[src/rtl/nand_ecc_pkg.sv]
// Shared constants, state encoding and payload types for the NAND sector Hamming ECC generator.
package nand_ecc_pkg;

  localparam int unsigned PAGE_BYTES = 512;
  localparam int unsigned ADDR_W     = 9;
  localparam int unsigned ECC_W      = 24;
  localparam int unsigned COL_W      = 6;
  localparam int unsigned ECC_BYTES  = 3;

  // Column-parity bit positions within the code; line-parity pairs start at LP_BASE
  localparam int unsigned CP0     = 0;
  localparam int unsigned CP1     = 1;
  localparam int unsigned CP2     = 2;
  localparam int unsigned CP3     = 3;
  localparam int unsigned CP4     = 4;
  localparam int unsigned CP5     = 5;
  localparam int unsigned LP_BASE = 6;

  typedef enum logic [1:0] {
    ST_IDLE     = 2'd0,
    ST_ACCUM    = 2'd1,
    ST_LOAD_ECC = 2'd2,
    ST_DONE     = 2'd3
  } state_e;

  typedef struct packed {
    logic [COL_W-1:0] col;
    logic             par;
  } byte_par_t;

endpackage

[src/rtl/nand_ecc_byte_par.sv]
// Combinational per-byte parity terms: six column parities plus whole-byte parity.
module nand_ecc_byte_par
  import nand_ecc_pkg::*;
(
  input  logic [7:0] data_i,
  output byte_par_t  par_c_o
);

  always_comb begin
    par_c_o          = '0;
    par_c_o.col[CP0] = ^{data_i[6], data_i[4], data_i[2], data_i[0]};
    par_c_o.col[CP1] = ^{data_i[7], data_i[5], data_i[3], data_i[1]};
    par_c_o.col[CP2] = ^{data_i[5], data_i[4], data_i[1], data_i[0]};
    par_c_o.col[CP3] = ^{data_i[7], data_i[6], data_i[3], data_i[2]};
    par_c_o.col[CP4] = ^data_i[3:0];
    par_c_o.col[CP5] = ^data_i[7:4];
    par_c_o.par      = ^data_i;
  end

endmodule

[src/rtl/nand_ecc_gen.sv]
// Streaming 24-bit Hamming ECC generator/checker for one 512-byte NAND sector.
// Optional erased-sector detection is enabled by defining NAND_ECC_ERASED_CHK_EN.
module nand_ecc_gen
  import nand_ecc_pkg::*;
(
  input  logic             clk,
  input  logic             rst_n,
  input  logic             start,
  input  logic             data_valid,
  input  logic [7:0]       data_in,
  input  logic             ecc_valid,
  input  logic [7:0]       ecc_byte,
  output logic             busy,
  output logic [ECC_W-1:0] ecc_out,
  output logic [ECC_W-1:0] hamming_result,
  output logic             hamming_en,
  output logic             page_erased
);

  localparam int unsigned       STORED_W  = ECC_W - 8;
  localparam logic [ADDR_W-1:0] LAST_ADDR = ADDR_W'(PAGE_BYTES - 1);
  localparam logic [1:0]        LAST_ECC  = 2'(ECC_BYTES - 1);

  state_e                state_q, state_d;
  logic [ADDR_W-1:0]     cnt_q, cnt_d;
  logic [1:0]            ecc_cnt_q, ecc_cnt_d;
  logic [COL_W-1:0]      col_q, col_d;
  logic [2*ADDR_W-1:0]   lp_q, lp_d;
  logic [STORED_W-1:0]   stored_q, stored_d;
  logic [ECC_W-1:0]      ecc_out_q, ecc_out_d;
  logic [ECC_W-1:0]      result_q, result_d;
  logic                  hamming_en_q, hamming_en_d;
  logic                  busy_q, busy_d;
  logic [ECC_W-1:0]      code_c;
  logic [ECC_W-1:0]      stored_full_c;
  logic                  done_c;
  byte_par_t             bp_c;
`ifdef NAND_ECC_ERASED_CHK_EN
  logic                  all_ff_q, all_ff_d;
  logic                  erased_q, erased_d;
`endif

  nand_ecc_byte_par u_byte_par (
    .data_i  (data_in),
    .par_c_o (bp_c)
  );

  always_ff @(posedge clk) begin
    if (!rst_n) begin
      state_q      <= ST_IDLE;
      cnt_q        <= '0;
      ecc_cnt_q    <= '0;
      col_q        <= '0;
      lp_q         <= '0;
      stored_q     <= '0;
      ecc_out_q    <= '0;
      result_q     <= '0;
      hamming_en_q <= 1'b0;
      busy_q       <= 1'b0;
`ifdef NAND_ECC_ERASED_CHK_EN
      all_ff_q     <= 1'b0;
      erased_q     <= 1'b0;
`endif
    end else begin
      state_q      <= state_d;
      cnt_q        <= cnt_d;
      ecc_cnt_q    <= ecc_cnt_d;
      col_q        <= col_d;
      lp_q         <= lp_d;
      stored_q     <= stored_d;
      ecc_out_q    <= ecc_out_d;
      result_q     <= result_d;
      hamming_en_q <= hamming_en_d;
      busy_q       <= busy_d;
`ifdef NAND_ECC_ERASED_CHK_EN
      all_ff_q     <= all_ff_d;
      erased_q     <= erased_d;
`endif
    end
  end

  // Next-state, accumulation and output-register update
  always_comb begin
    state_d      = state_q;
    cnt_d        = cnt_q;
    ecc_cnt_d    = ecc_cnt_q;
    col_d        = col_q;
    lp_d         = lp_q;
    stored_d     = stored_q;
    ecc_out_d    = ecc_out_q;
    result_d     = result_q;
    hamming_en_d = 1'b0;
    done_c       = 1'b0;
    code_c       = '0;
    code_c[LP_BASE-1:0]     = col_q;
    code_c[ECC_W-1:LP_BASE] = lp_q;
    stored_full_c = {ecc_byte, stored_q};
`ifdef NAND_ECC_ERASED_CHK_EN
    all_ff_d     = all_ff_q;
    erased_d     = erased_q;
`endif

    case (state_q)
      ST_ACCUM: begin
        if (data_valid) begin
          col_d = col_q ^ bp_c.col;
          // Byte parity lands in the odd bit of pair k when address bit k is set
          for (int unsigned k = 0; k < ADDR_W; k++) begin
            if (cnt_q[k]) lp_d[2*k+1] = lp_q[2*k+1] ^ bp_c.par;
            else          lp_d[2*k]   = lp_q[2*k]   ^ bp_c.par;
          end
          cnt_d = cnt_q + ADDR_W'(1);
          if (cnt_q == LAST_ADDR) state_d = ST_LOAD_ECC;
`ifdef NAND_ECC_ERASED_CHK_EN
          all_ff_d = all_ff_q & (data_in == 8'hFF);
`endif
        end
      end
      ST_LOAD_ECC: begin
        if (ecc_valid) begin
          stored_d  = {ecc_byte, stored_q[STORED_W-1:8]};
          ecc_cnt_d = ecc_cnt_q + 2'd1;
`ifdef NAND_ECC_ERASED_CHK_EN
          all_ff_d  = all_ff_q & (ecc_byte == 8'hFF);
`endif
          if (ecc_cnt_q == LAST_ECC) begin
            ecc_cnt_d = '0;
            state_d   = ST_DONE;
            done_c    = 1'b1;
          end
        end
      end
      ST_DONE:  state_d = ST_IDLE;
      default:  state_d = ST_IDLE;
    endcase

    // Outputs are loaded on the final ECC byte so they are visible during DONE
    if (done_c && !start) begin
      hamming_en_d = 1'b1;
      ecc_out_d    = code_c;
`ifdef NAND_ECC_ERASED_CHK_EN
      erased_d     = all_ff_q & (ecc_byte == 8'hFF);
      result_d     = erased_d ? '0 : (code_c ^ stored_full_c);
`else
      result_d     = code_c ^ stored_full_c;
`endif
    end

    if (start) begin
      state_d   = ST_ACCUM;
      cnt_d     = '0;
      ecc_cnt_d = '0;
      col_d     = '0;
      lp_d      = '0;
      stored_d  = '0;
`ifdef NAND_ECC_ERASED_CHK_EN
      all_ff_d  = 1'b1;
`endif
    end

    busy_d = (state_d == ST_ACCUM) || (state_d == ST_LOAD_ECC);
  end

  assign busy           = busy_q;
  assign ecc_out        = ecc_out_q;
  assign hamming_result = result_q;
  assign hamming_en     = hamming_en_q;
`ifdef NAND_ECC_ERASED_CHK_EN
  assign page_erased    = erased_q;
`else
  assign page_erased    = 1'b0;
`endif

endmodule

[config.mk]
export PLATFORM = sky130hd
export DESIGN_NAME = nand_ecc_gen
export DESIGN_NICKNAME = d
export VERILOG_FILES = /design/src/rtl/nand_ecc_pkg.sv /design/src/rtl/nand_ecc_byte_par.sv /design/src/rtl/nand_ecc_gen.sv
export SDC_FILE = /design/constraint.sdc
export NUM_CORES = 1
export LEC_CHECK = 0
export BUFFER_PORTS_ARGS = -buffer_cell sky130_fd_sc_hd__buf_2
export CAP_MARGIN = 10
export CORE_MARGIN = 5
export CORE_UTILIZATION = 56
export CTS_CLUSTER_SIZE = 10
export DETAILED_ROUTE_END_ITERATION = 8
export GPL_ROUTABILITY_DRIVEN = 0
export PLACE_DENSITY_LB_ADDON = 0.08
export SKIP_LAST_GASP = 1
export SLEW_MARGIN = 40
export SYNTH_ARGS = -nofsm -noshare
export SYNTH_HDL_FRONTEND = slang
export SYNTH_HIERARCHICAL = 1
export SYNTH_SLANG_ARGS = --single-unit
[constraint.sdc]
create_clock -name clk -period 2.4 [get_ports clk]
set_clock_uncertainty 0.05 [all_clocks]
set_input_delay 0.48 -clock clk [delete_from_list [all_inputs] [get_ports clk]]
set_output_delay 0.48 -clock clk [all_outputs]
set_load 0.01 [all_outputs]
---- Word-level counts from Yosys, hierarchy flattened ----
Index checks and enable logic that the tools add are counted.
W data, S select, Z words.
storage, ports and cells
  flip-flop bits (word level) ............. 103
  logic and storage cells ................. 107
operators by class
  reduce and logical (&&, ||, !) cells .... 31
  bitwise operators ....................... 30
  mux-type cells .......................... 11
  $add $sub $neg .......................... 2
  equal/unequal tests ..................... 6
operators with widths
  kind                   number
  $reduce_and A3 Y1      18
  $reduce_xor A4 Y1      6
  $xor A24 B24 Y24       1
  $xor A1 B1 Y1          18
  $mux W2                6
  $not A1 Y1             10
  $add A9 B1 Y9 const B  1
  $eq A9 B9 Y1 const B   1
  $reduce_xor A8 Y1      1
  $eq A2 B2 Y1 const B   3
  $xor A6 B6 Y6          1
  $eq A2 B1 Y1 const B   2
  $mux W1                4
  $pmux W2 S2            1
  $reduce_and A2 Y1      2
  $add A2 B1 Y2 const B  1
  $reduce_or A2 Y1       1
  $logic_and A1 B1 Y1    1
  $logic_not A1 Y1       1
  $logic_or A1 B1 Y1     1

---- Longest topological paths before layout ----
  depth in word-level cells ............... 7
  gate-level depth with buffers ........... 8
  gate-level depth less buffers ........... 8

---- Hierarchy ----
The synthesis kept the hierarchy.
by module, submodules not included
  module             times used  sequential area each (sq um)  cells an instance  area each (sq um)
  nand_ecc_gen       1           2,062.0                       466                4,122.7
  nand_ecc_byte_par  1           0.0                           15                 172.7

---- Worst setup path before layout ----
OpenSTA, ideal clock, no wires.
  path type ............................... input port to flip-flop
  start ................................... input port data_in[0]
  end ..................................... register lp_q[5]
  path buffers ............................ 1
  setup slack ............................. 385 ps
  data arrival time ....................... 1,838 ps
  data required time ...................... 2,222 ps
  stages on the path ...................... 8
  setup time .............................. 128 ps
  cell sequence ........................... xnor2_1 > xnor2_1 > xor2_1 > and3_1 > clkbuf_1 > nand2_1 > xor2_1 > nor2_1
RTL lines
  item                    line                RTL
  start: declaration      nand_ecc_gen.sv:10  input logic [7:0] data_in,
  end signal: assignment  nand_ecc_gen.sv:69  lp_q <= lp_d;
  end: declaration        nand_ecc_gen.sv:28  logic [2*ADDR_W-1:0] lp_q, lp_d;

---- Final worst setup path ----
  start ................................... register state_q[0]
  end ..................................... register result_q[8], in the netlist hamming_result[8]
on the way
  word-level cells in the longest chain between the ends .. 3
RTL lines
  item                      line                 RTL
  start: declaration        nand_ecc_gen.sv:24   state_e state_q, state_d;
  start signal: assignment  nand_ecc_gen.sv:65   state_q <= state_d;
  $eq A2 B2 Y1              nand_ecc_gen.sv:103  case (state_q)
  $mux W1                   nand_ecc_gen.sv:103
  $logic_and A1 B1 Y1       nand_ecc_gen.sv:138  if (done_c && !start) begin
  end signal: assignment    nand_ecc_gen.sv:72   result_q <= result_d;
  end: declaration          nand_ecc_gen.sv:31   logic [ECC_W-1:0] result_q, result_d;
Every way passes these cells.
A chain may end at the register's enable or synchronous reset.

==> impl_metrics.csv <==
group,metric,value,unit
status,status,"finished clean",
clock_tree,tritoncts_clock_tree,"yes",
critical_path,critical_path.startpoint,"state_q[0]$_SDFF_PN0_",
yosys,synth.cell_area,0.004295,mm^2
clock_tree,number_of_levels_in_the_clock_h_tree,3,
timing,slew_violations,0,
yosys,synth_area_leaders,"sky130_fd_sc_hd__dfxtp_1 (48%), sky130_fd_sc_hd__nand2_1 (11%), sky130_fd_sc_hd__xnor2_1 (6.9%), sky130_fd_sc_hd__o211a_1 (5.6%), sky130_fd_sc_hd__xor2_1 (4.5%)",
yosys,syn_area_per_cell,8.930,um^2
placement,placed_cells_incl_taps,630,
hold_path,worstHoldPathType,"primary input to register",
yosys,postSynth.topFlopCell,"sky130_fd_sc_hd__dfxtp_1",
critical_path,regToRegSetupSlack,500,ps
yosys,synth_top_area_share,48.00,%
layout,drive_gt1_share,18.38,%
clock_tree,worstSkewPairLatency,350,ps
die,effective_utilization_at_floorplan,56.46,%
run,drv.max_cap_violation_count,0,
yosys,biggest_area_consumer_among_synthesized_cells,"sky130_fd_sc_hd__dfxtp_1",
layout,post-route-util,64.52,%
die,std_cell_rows,32,
timing,fin_worst_hold_slack,336.2,ps
critical_path,ff2ff_path_depth,7,
timing,peak_clock_frequency_supported_by_timing,526.8,MHz
layout,n_fill_cell,674,
yosys,synth_mux_area_share,0.2330,%
placement,place.port_buffers,70,
yosys,yosysSeqAreaShare,48.00,%
layout,n_diodes,0,
yosys,synth-edff-count,0,
drt,ant_nets,0,
die,die_w,97.58,um
drt,drt_first_iter_violations,103,
yosys,mappedNetlistNets,506,
clock_tree,cts-root-to-sink-buffers,2,
drt,vias_per_cell,5.139,
critical_path,cp_max_fo,64,
layout,area_growth_syn_to_layout,14.27,%
layout,final_net_count,564,
clock_tree,clk_root_buffer_cell,"sky130_fd_sc_hd__clkbuf_8",
layout,multi_input_area,0.002079,mm^2
layout,fin_area,0.004908,mm^2
global_route,grt_start_max_net_pins,65,
placement,hpwl_after_detailed_placement,6.529,mm
yosys,synth-seq-cells,103,
yosys,yosys.cell_count.top_type,"sky130_fd_sc_hd__nand2_1",
die,design.portCount,72,
yosys,synth-compound-area-share,15.47,%
placement,postPlaceCellArea,0.004701,mm^2
drt,route.vias.total,3320,
yosys,synth_cells,481,
timing,finalCriticalPeriod,1898,ps
die,floorplan.die.height,97.58,um
layout,ff_latch_area,0.002062,mm^2
drt,routed_wirelength,9.009,mm
critical_path,critical_path.reg2reg.endpoint,"hamming_result[8]$_SDFFE_PN0P_",
critical_path,cp-end-kind,"register",
clock_tree,clk_transition_reported_paths,100,ps
global_route,global_route_wire_length_before_repair,15.19,mm
critical_path,worst_setup_path_start_kind,"register",
clock_tree,numClockSinks,103,
drt,drt-pass1-iter-count,5,
global_route,via_count_of_the_first_global_routing_pass,3195,
die,design.die.area,0.009522,mm^2
die,core-area,0.007607,mm^2
timing,timing_worst_slew_pin_value,602.7,ps
critical_path,worst-endpoint-required,2610,ps
critical_path,timing.critical_path.arrival,2110,ps
yosys,synthXorXnorAreaFrac,13.20,%
yosys,synth_top_family_by_area,"simple AND/OR/NAND/NOR gates",
clock_tree,post_cts_buffers,0,
placement,dp_worst_setup_slack,244.9,ps
critical_path,cp-endpoint,"hamming_result[8]$_SDFFE_PN0P_",
yosys,synthArstFlopShare,0,%
layout,finalNonFillerCells,646,
global_route,gr-usage-all-layers,19.39,%
yosys,synthSimpleGateAreaFrac,18.26,%
power_and_ir_drop,report.power.total,3.017,mW
yosys,unique_cell_type_count_in_the_yosys_netlist,39,
critical_path,critical_path.reg2reg.startpoint,"state_q[0]$_SDFF_PN0_",
drt,drt-wirelength-per-cell,13.95,um
timing,setup_repair_after_global_routing_missed_its_margin,"no",
timing,setup_viol_count_final,0,
critical_path,cp_class,"register to register",
global_route,antenna_found_initial,0,
timing,final_hold_violations,0,
global_route,overflow,0,
timing,total_negative_slack,0,ps
yosys,yosys.area_share.adder,1.165,%
clock_tree,cts-hold-fix-buffers,0,
timing,layout_setup_ws,501.8,ps
yosys,number_of_synthesis_warnings,6,
power_and_ir_drop,power_per_cell_area,614.6,mW/mm^2
clock_tree,cts_repair_resize_count,0,
clock_tree,cts_buffers,9,
timing,final_min_period_over_clock_period,79.09,%
yosys,synth_top_cells_by_count,"sky130_fd_sc_hd__nand2_1 (130), sky130_fd_sc_hd__dfxtp_1 (103), sky130_fd_sc_hd__xnor2_1 (34)",
timing,worst_slew_margin_rel,59.82,%
drt,drc_errors,0,
power_and_ir_drop,total_leakage_power,2.124,nW
power_and_ir_drop,max-vdd-ir-drop,376.4,uV
==> per-layer routing <==
| metal | vias to the layer above | GRT usage, % | share of wire [%] |
|---|---|---|---|
| met3 | 11 | 3.302 | 3.9 |
| li1 | 1696 | - | - |
| met1 | 1547 | 26.92 | 50 |
| met5 | - | 0 | 0 |
| met4 | 0 | 6.922 | 1.1 |
| met2 | 66 | 30.42 | 45 |
==> critical path, cell delays in order, from the launching register on <==
cell and delay, ps:
sky130_fd_sc_hd__dfxtp_1 360, sky130_fd_sc_hd__inv_1 70, sky130_fd_sc_hd__ha_1 280, sky130_fd_sc_hd__nand4b_2 200, sky130_fd_sc_hd__nor2_4 290, sky130_fd_sc_hd__buf_12 290, sky130_fd_sc_hd__nand2_1 100, sky130_fd_sc_hd__o211a_1 130
==> sequential cells by signal, summed over array words and instances (netlist names), 2 cells and up <==
signal	count
state_q	2
hamming_result	24
cnt_q	9
lp_q	18
col_q	6
stored_q	16
ecc_out	24
ecc_cnt_q	2
==> cell usage in the layout, fill, tap and decap left out, types with 3 or more instances in the layout <==
| cell | Yosys | routed |
|---|---|---|
| sky130_fd_sc_hd__nand2_1 | 130 | 130 |
| sky130_fd_sc_hd__xnor2_1 | 34 | 34 |
| sky130_fd_sc_hd__buf_4 | 1 | 4 |
| sky130_fd_sc_hd__o21ai_0 | 11 | 11 |
| sky130_fd_sc_hd__a21oi_1 | 29 | 29 |
| sky130_fd_sc_hd__or3_1 | 10 | 10 |
| sky130_fd_sc_hd__inv_1 | 3 | 3 |
| sky130_fd_sc_hd__nor3_1 | 4 | 4 |
| sky130_fd_sc_hd__clkinvlp_4 | 0 | 3 |
| sky130_fd_sc_hd__buf_2 | 10 | 70 |
| sky130_fd_sc_hd__nand4_1 | 3 | 3 |
| sky130_fd_sc_hd__nor2_1 | 27 | 27 |
| sky130_fd_sc_hd__o211a_1 | 24 | 24 |
| sky130_fd_sc_hd__xor2_1 | 22 | 22 |
| sky130_fd_sc_hd__dfxtp_1 | 103 | 103 |
| sky130_fd_sc_hd__a21boi_1 | 22 | 22 |
| sky130_fd_sc_hd__clkbuf_8 | 0 | 10 |
| sky130_fd_sc_hd__ha_1 | 4 | 4 |
| sky130_fd_sc_hd__a21boi_0 | 3 | 3 |
==> how the worst min path moves through the flow <==
stage	from	slack, ps	end	cells after the start
after global placement	ecc_out[12]$_SDFFE_PN0P_	390	ecc_out[12]$_SDFFE_PN0P_	2
after CTS	ecc_byte[7]	320	stored_q[15]$_SDFFE_PP0P_	3
after global routing	ecc_byte[5]	320	stored_q[13]$_SDFFE_PP0P_	3
after floorplan	ecc_cnt_q[0]$_SDFFE_PP0P_	390	ecc_cnt_q[1]$_SDFFE_PP0P_	2
after detailed placement	ecc_out[16]$_SDFFE_PN0P_	390	ecc_out[16]$_SDFFE_PN0P_	2
final	ecc_byte[7]	340	stored_q[15]$_SDFFE_PP0P_	3
==> power breakdown <==
| part | total (mW) | switching [mW] | internal, mW |
|---|---|---|---|
| registers | 1.73 | 0.0118 | 1.72 |
| logic | 0.186 | 0.101 | 0.0848 |
| clock network | 1.10 | 0.588 | 0.514 |
| total | 3.02 | 0.702 | 2.32 |
==> final cells by class <==
| class | instances | share of cell area [%] |
|---|---|---|
| tap | 102 | 2.600 |
| inverter | 3 | 0.2294 |
| timing repair buffer | 76 | 8.565 |
| sequential | 103 | 42.01 |
| clock buffer | 10 | 2.804 |
| clock inverter | 6 | 1.427 |
| multi-input combinational | 346 | 42.37 |
==> logic make-up after synthesis <==
logic type	after synthesis
AOI/OAI and AO/OA	94
xor gates and xnor gates	60
adders and majority gates	4
buffers and inverters	32
DFF	103
muxes	1
other	1
and+or+nand+nor	186
(Power assumes the default switching activity.)
